## config.mk

```make
export PLATFORM = sky130hd
export DESIGN_NAME = sv_stream_reader
export DESIGN_NICKNAME = d
export VERILOG_FILES = /design/src/rtl/sv_stream_reader.sv
export SDC_FILE = /design/constraint.sdc
export NUM_CORES = 1
export LEC_CHECK = 0
export BUFFER_PORTS_ARGS = -buffer_cell sky130_fd_sc_hd__buf_2
export CAP_MARGIN = 25
export CORE_MARGIN = 5
export CORE_UTILIZATION = 54
export CTS_CLUSTER_SIZE = 8
export DETAILED_ROUTE_END_ITERATION = 8
export PLACE_DENSITY_LB_ADDON = 0.12
export SKIP_LAST_GASP = 1
export SLEW_MARGIN = 10
export SYNTH_ARGS = -nofsm -noshare
export SYNTH_HDL_FRONTEND = slang
export SYNTH_SLANG_ARGS = --single-unit
```

## constraint.sdc

```tcl
create_clock -name clk -period 4 [get_ports clk]
set_clock_uncertainty 0.1 [all_clocks]
set_input_delay 0.8 -clock clk [delete_from_list [all_inputs] [get_ports clk]]
set_output_delay 0.8 -clock clk [all_outputs]
set_load 0.02 [all_outputs]
```

## src/rtl/sv_stream_reader.sv

```systemverilog
// Read-side sequencer for the support-vector memory: walks addresses 0..N-1 and
// streams (alpha, x, y) downstream through a 2-entry skid buffer over valid/ready.
module sv_stream_reader #(
  parameter int AW = 7,
  parameter int DW = 9,
  parameter int YW = 2
) (
  input  logic          clk,
  input  logic          reset,
  input  logic          start,
  input  logic [AW-1:0] sv_count,
  output logic          rd_en,
  output logic [AW-1:0] rd_addr,
  input  logic [DW-1:0] rd_alpha,
  input  logic [DW-1:0] rd_xsv,
  input  logic [YW-1:0] rd_ysv,
  output logic          sv_valid,
  input  logic          sv_ready,
  output logic [DW-1:0] sv_alpha,
  output logic [DW-1:0] sv_xsv,
  output logic [YW-1:0] sv_ysv,
  output logic          sv_last,
  output logic          busy,
  output logic          done
);

  typedef enum logic [1:0] {S_IDLE, S_FETCH, S_DRAIN, S_FINISH} state_t;

  localparam logic [AW-1:0] ADDR_ONE = {{(AW-1){1'b0}}, 1'b1};

  state_t                state, state_nxt;
  logic [AW-1:0]         count_q;
  logic [AW-1:0]         addr_p0;
  logic                  vld_p1;
  logic                  last_p1;
  logic [1:0]            occ;
  logic [DW-1:0]         alpha_buf [2];
  logic [DW-1:0]         xsv_buf   [2];
  logic signed [YW-1:0]  ysv_buf   [2];
  logic                  last_buf  [2];

  logic [1:0]            pending;
  logic                  issue;
  logic                  is_last_addr;
  logic                  head_vld;
  logic                  head_last;
  logic [DW-1:0]         head_alpha;
  logic [DW-1:0]         head_xsv;
  logic signed [YW-1:0]  head_ysv;
  logic                  pop;
  logic                  pop_buf;
  logic                  wr_buf;
  logic                  wr_slot;

  assign pending      = occ + {1'b0, vld_p1};
  assign is_last_addr = (addr_p0 == (count_q - ADDR_ONE));
  assign issue        = (state == S_FETCH) && (pending < 2'd2);

  // The arriving read word sits logically behind the buffered entries, so an
  // empty buffer lets it through in its arrival cycle.
  assign head_vld = (occ != 2'd0) || vld_p1;

  always_comb begin
    head_alpha = rd_alpha;
    head_xsv   = rd_xsv;
    head_ysv   = $signed(rd_ysv);
    head_last  = last_p1;
    if (occ != 2'd0) begin
      head_alpha = alpha_buf[0];
      head_xsv   = xsv_buf[0];
      head_ysv   = ysv_buf[0];
      head_last  = last_buf[0];
    end
  end

  assign pop     = head_vld && sv_ready;
  assign pop_buf = pop && (occ != 2'd0);
  assign wr_buf  = vld_p1 && !(pop && (occ == 2'd0));
  assign wr_slot = (occ == 2'd1) && !pop_buf;

  assign rd_en    = issue;
  assign rd_addr  = addr_p0;
  assign sv_valid = head_vld;
  assign sv_alpha = head_vld ? head_alpha : '0;
  assign sv_xsv   = head_vld ? head_xsv   : '0;
  assign sv_ysv   = head_vld ? head_ysv   : '0;
  assign sv_last  = head_vld && head_last;
  assign busy     = (state == S_FETCH) || (state == S_DRAIN);
  assign done     = (state == S_FINISH);

  always_comb begin
    state_nxt = state;
    case (state)
      S_IDLE:   if (start) state_nxt = (sv_count != '0) ? S_FETCH : S_FINISH;
      S_FETCH:  if (issue && is_last_addr) state_nxt = S_DRAIN;
      S_DRAIN:  if (pop && head_last && (pending == 2'd1)) state_nxt = S_FINISH;
      S_FINISH: state_nxt = S_IDLE;
      default:  state_nxt = S_IDLE;
    endcase
  end

  // Stage p0 -> p1: address issue and memory read in flight
  always_ff @(posedge clk or posedge reset) begin
    if (reset) begin
      state   <= S_IDLE;
      count_q <= '0;
      addr_p0 <= '0;
      vld_p1  <= 1'b0;
      last_p1 <= 1'b0;
      occ     <= 2'd0;
    end else begin
      state   <= state_nxt;
      vld_p1  <= issue;
      last_p1 <= issue && is_last_addr;
      if ((state == S_IDLE) && start) begin
        count_q <= sv_count;
        addr_p0 <= '0;
      end else if (issue) begin
        addr_p0 <= addr_p0 + ADDR_ONE;
      end
      occ <= occ + {1'b0, wr_buf} - {1'b0, pop_buf};
    end
  end

  // Stage p1 -> buffer: read data lands in the skid slots, head at slot 0
  always_ff @(posedge clk) begin
    if (pop_buf) begin
      alpha_buf[0] <= alpha_buf[1];
      xsv_buf[0]   <= xsv_buf[1];
      ysv_buf[0]   <= ysv_buf[1];
      last_buf[0]  <= last_buf[1];
    end
    if (wr_buf) begin
      alpha_buf[wr_slot] <= rd_alpha;
      xsv_buf[wr_slot]   <= rd_xsv;
      ysv_buf[wr_slot]   <= $signed(rd_ysv);
      last_buf[wr_slot]  <= last_p1;
    end
  end

endmodule

```

After elaboration in Yosys (flattened, before gate mapping)
Memories as Yosys holds them, arrays and structs flattened.
Index checks and enable logic that the tools add are counted.
{"block": "op_classes", "n_addsub": 5, "magnitude_cmp": 1, "reduce_logical": 21, "n_eq_ne": 9, "n_mux": 18}
{"cell": "$mux W9", "count": 4}
{"cell": "$mux W7", "count": 2}
{"cell": "$mux W2", "count": 6}
{"cell": "$logic_and A1 B1 Y1", "count": 11}
{"cell": "$pmux W2 S4", "count": 1}
{"cell": "$add A7 B1 Y7 const B", "count": 1}
{"cell": "$eq A7 B7 Y1", "count": 1}
{"cell": "$reduce_bool A7 Y1", "count": 1}
{"cell": "$sub A7 B1 Y7 const B", "count": 1}
{"cell": "$eq A2 B1 Y1 const B", "count": 3}
{"cell": "$mux W1", "count": 5}
{"cell": "$add A2 B1 Y2", "count": 2}
{"cell": "$eq A2 B2 Y1 const B", "count": 2}
{"cell": "$logic_not A2 Y1", "count": 2}
{"cell": "$ne A2 B1 Y1 const B", "count": 2}
{"cell": "$reduce_bool A2 Y1", "count": 2}
{"cell": "$reduce_and A3 Y1", "count": 1}
{"cell": "$logic_not A1 Y1", "count": 2}
{"cell": "$logic_or A1 B1 Y1", "count": 2}
{"cell": "$lt A2 B2 Y1 const B", "count": 1}
{"cell": "$ne A2 B2 Y1 const B", "count": 1}
{"cell": "$sub A2 B1 Y2", "count": 1}
{"block": "word_totals", "elab_cells": 64, "memories": 4, "in_bits": 31, "ff_bits": 20, "ram_bits": 42}
{"memory": "alpha_buf", "words": 2, "width": 9, "rd": 2, "rd_ports_with_merged_regs": 0, "write_ports": 2, "line": "37", "text": "logic [DW-1:0] alpha_buf [2];"}
{"memory": "xsv_buf", "words": 2, "width": 9, "rd": 2, "rd_ports_with_merged_regs": 0, "write_ports": 2, "line": "38", "text": "logic [DW-1:0] xsv_buf [2];"}
{"memory": "ysv_buf", "words": 2, "width": 2, "rd": 2, "rd_ports_with_merged_regs": 0, "write_ports": 2, "line": "39", "text": "logic signed [YW-1:0] ysv_buf [2];"}
{"memory": "last_buf", "words": 2, "width": 1, "rd": 2, "rd_ports_with_merged_regs": 0, "write_ports": 2, "line": "40", "text": "logic last_buf [2];"}

Logic depth before layout (Yosys ltp)
{"block": "depth", "ltp_word": 8, "depth_mapped": 9}

Worst setup path after synthesis
Ideal clock, no wire load.
{"block": "synth_path", "kind": "input to register", "startpoint": "in sv_ready", "endpoint": "mem alpha_buf[1][0], enable pin", "n_path_buf": 0, "setup_ns": 0.453, "t_required_ns": 3.447, "stages": 1, "arrival_time_ns": 2.927, "setup_slack_ns": 0.520, "cell_sequence": "nor4bb_1"}
{"element": "from (decl)", "line": "18", "text": "input logic sv_ready,"}
{"element": "to (decl)", "line": "37"}

Worst setup path in the final report
{"block": "layout_path", "startpoint": "reg vld_p1", "endpoint": "out rd_en"}
{"block": "layout_between", "elab_chain_len": 3}
{"element": "from (decl)", "line": "34", "text": "logic vld_p1;"}
{"element": "from (signal assigned)", "line": "113", "text": "vld_p1 <= issue;"}
{"element": "$add A2 B1 Y2", "line": "55", "text": "assign pending = occ + {1'b0, vld_p1};"}
{"element": "$lt A2 B2 Y1", "line": "57", "text": "assign issue = (state == S_FETCH) && (pending < 2'd2);"}
{"element": "$logic_and A1 B1 Y1", "line": "57"}
{"element": "to (decl)", "line": "12", "text": "output logic rd_en,"}
No other way between the ends.

==> flow_metrics.env <==
export IMPL_period_needed_ps=3200
export IMPL_largest_net_degree_at_the_start_of_global_routing=45
export IMPL_avgSynthCellArea_sq_um=11.4
export IMPL_grt_setup_unrepaired="no"
export IMPL_power_report_internal_total_mw=1.60
export IMPL_cts_inserted_buffers=9
export IMPL_route_vias_total=2071
export IMPL_post_route_period_util_pct=80.0
export IMPL_synth_enable_flop_cells=42
export IMPL_drtIter0Drc=58
export IMPL_yosysWarnings=0
export IMPL_cts_resized=0
export IMPL_dieWidth_um=84.6
export IMPL_netlist_area_sq_um=3000
export IMPL_power_clock_fraction_pct=19.1
export IMPL_cap_viol_max_count=0
export IMPL_synthTopCellsByArea="edfxtp_1 42%, dfrtp_1 17%, mux2_2 7.9%"
export IMPL_post_cts_setup_buffer_count=0
export IMPL_non_filler_instance_count_after_layout=403
export IMPL_die_area_sq_um=7150
export IMPL_crit_arrival_ps=2300
export IMPL_placement_cell_area_sq_um=3390
export IMPL_final_hold_violation_count=0
export IMPL_criticalPathCategory="flip-flop to output port"
export IMPL_cts_tree="yes"
export IMPL_seq_area_sq_um=1760
export IMPL_setup_tns_ps=0
export IMPL_synth_largest_area_cell="edfxtp_1"
export IMPL_fillerInstances=460
export IMPL_number_of_antenna_violations_at_the_first_check_in_global_routing=0
export IMPL_multi_input_comb_area_sq_um=1180
export IMPL_place_gp_congestion=0.765
export IMPL_detail_route_wl_per_cell_um=14.1
export IMPL_hold_buffers=0
export IMPL_net_switching_share_of_the_total_power_pct=39.1
export IMPL_synth_seq_cells=62
export IMPL_slew_viols_final=0
export IMPL_number_of_placed_i_o_pins=63
export IMPL_timing_worst_slew_pin_value_ps=1010
export IMPL_grt_util_all_layers_pct=16.8
export IMPL_dr_pass1_iters=5
export IMPL_worst_setup_path_end_kind="output port"
export IMPL_grt_pass1_wl_um=9560
export IMPL_synthDominantCellAreaShare_pct=42.0
export IMPL_core_area_sq_um=5440
export IMPL_max_slew_margin_vs_limit_pct=33.0
export IMPL_initial_utilization_pct=55.2
export IMPL_clock_transition_time_at_the_flip_flop_clock_pins_of_the_worst_setup_and_hold_paths_ps=60
export IMPL_leading_register_cell_type_out_of_synthesis="edfxtp_1"
export IMPL_route_antenna_remaining_nets=0
export IMPL_classification_of_the_worst_slack_hold_path="flip-flop to flip-flop"
export IMPL_ys_async_rst_share_pct=32.3
export IMPL_area_delta_synth_final_pct=18.9
export IMPL_preCtsSetupSlack_ps=1180
export IMPL_combinationalPowerShare_pct=41.8
export IMPL_htree_num_levels=3
export IMPL_ctsRootBufferMaster="clkbuf_8"
export IMPL_power_density_cell_area_nw_per_um2=736
export IMPL_yosysUniqueCellTypes=31
export IMPL_synth_fp_nets=305
export IMPL_clk_latency_worst_skew_pair_ps=330
export IMPL_drc=0
export IMPL_hpwlAfterDp_um=4000
export IMPL_drive_above_1_share_pct=31.1
export IMPL_final_net_count=368
export IMPL_worstSetupStartpointType="flip-flop"
export IMPL_finalInstanceArea_sq_um=3570
export IMPL_vias_per_cell=5.14
export IMPL_ys_seq_area_share_pct=58.7
export IMPL_peakVddDrop_mv=0.397
export IMPL_io_buffers=62
export IMPL_cts_buffer_depth=2
export IMPL_switchingPower_mw=1.03
export IMPL_layout_setup_ws_ps=799
export IMPL_fmax_mhz=312
export IMPL_synthesis_instances=264
export IMPL_timing_critical_path_fanout_max=26
export IMPL_gr_total_overflow=0
export IMPL_run_status="finished, final reports clean"
export IMPL_n_antenna_cell=0
export IMPL_first_global_vias=2100
export IMPL_report_final_setup_viol=0
export IMPL_placedCellCount=388
export IMPL_worst_ep_required_time_ps=3100
export IMPL_seq_power_share_pct=39.1
export IMPL_static_leakage_power_nw=1.53
export IMPL_number_of_sinks_on_the_clock_net=62
export IMPL_route_final_wire_length_um=5680
export IMPL_placementRows=27
export IMPL_floorplan_die_height_um=84.6
-- power by group through the flow --
stage / Combinational, mW / Clock, mW / Sequential [mW]
after CTS: 1.12 / 0.514 / 1.03
final: 1.10 / 0.502 / 1.03
after floorplan: 0.823 / 0 / 1.00
after global routing: 1.22 / 0.543 / 1.05
after global placement: 1.09 / 0 / 1.03
after detailed placement: 1.12 / 0 / 1.04
-- synth_stat cells, drive strengths merged, types with 3 or more instances --
master and number:
dfrtp 20, nand2 63, ha 10, mux2i 3
nor2 7, or3 5, xor2 7, xnor2 9
a21oi 3, mux2 21, and2 3, nand2b 3
nor3 3, inv 9, edfxtp 42, nand4 4
o21ai 28, clkbuf 12
-- routing by layer --
metal  up-vias  GRT usage [%]  wire [um]
met4         0           7.48         72
met3         8           3.53        280
met2        53           28.0       2790
met5         -              0          0
li1       1050              -          -
met1       960           21.1       2540
-- path summary, 6_finish.rpt --
| path | cells after the start | slack, ps | start | endpoint |
|---|---|---|---|---|
| setup / recovery | 4 | 800 | vld_p1 | rd_en |
| hold / removal | 0 | 380 | last_p1 | last_buf[1] |
| setup reg to reg | 7 | 1180 | vld_p1 | state[0] |
| hold reg to reg | 0 | 380 | last_p1 | last_buf[1] |
| max in group asynchronous | 2 | 2810 | reset | occ[1] |
| min in group asynchronous | 2 | 510 | reset | state[0] |
-- cells in the final DEF (no fill, tap or decap), types with 4 or more instances in the layout --
master    instances
buf_2            62
clkbuf_8          9
dfrtp_1          20
edfxtp_1         42
ha_1             10
inv_1             9
mux2_2           21
nand2_1          63
nand4_1           4
nor2_1            7
o21ai_0          27
or3_1             4
xnor2_1           9
xor2_1            7
-- stage by stage --
stage               total power [mW]  util (%)  hold slack, ps
detailed placement              2.16      62.3             359
floorplan                       1.83         -             343
CTS                             2.66      65.6             374
global route                    2.81      65.6             392
global placement                2.12      62.3             358
finish                          2.63      65.6             378
-- critical path, cell delays in order (launching register included) --
cell,delay (ps)
dfrtp_1,900
ha_1,300
xnor2_1,180
and2_1,360
buf_2,230
-- kinds of logic after synthesis --
kind of cell             Yosys count  synth area share, %
AND/OR/NAND/NOR                   95                 14.3
XOR/XNOR                          16                 4.67
AO/OA/AOI/OAI                     36                 6.67
multiplexers                      24                 8.88
flip-flops                        62                 58.7
adder cells (fa/ha/maj)           10                 4.17
buffers and inverters             21                 2.63
-- layout make-up --
class / count / area share [%]
Timing Repair Buffer: 64 / 9.11
Clock inverter: 5 / 1.44
Tap cell: 72 / 2.52
Inverter: 9 / 0.946
Sequential cell: 62 / 49.4
Clock buffer: 10 / 3.58
Multi-Input combinational cell: 181 / 33.1
-- sequential cells by signal (all words and copies together), names as in the netlist --
name	count
count_q	7
last_buf	2
last_p1	1
xsv_buf	18
alpha_buf	18
ysv_buf	4
occ	2
rd_addr	7
state	2
vld_p1	1
Power figures use the tool's default switching activity.
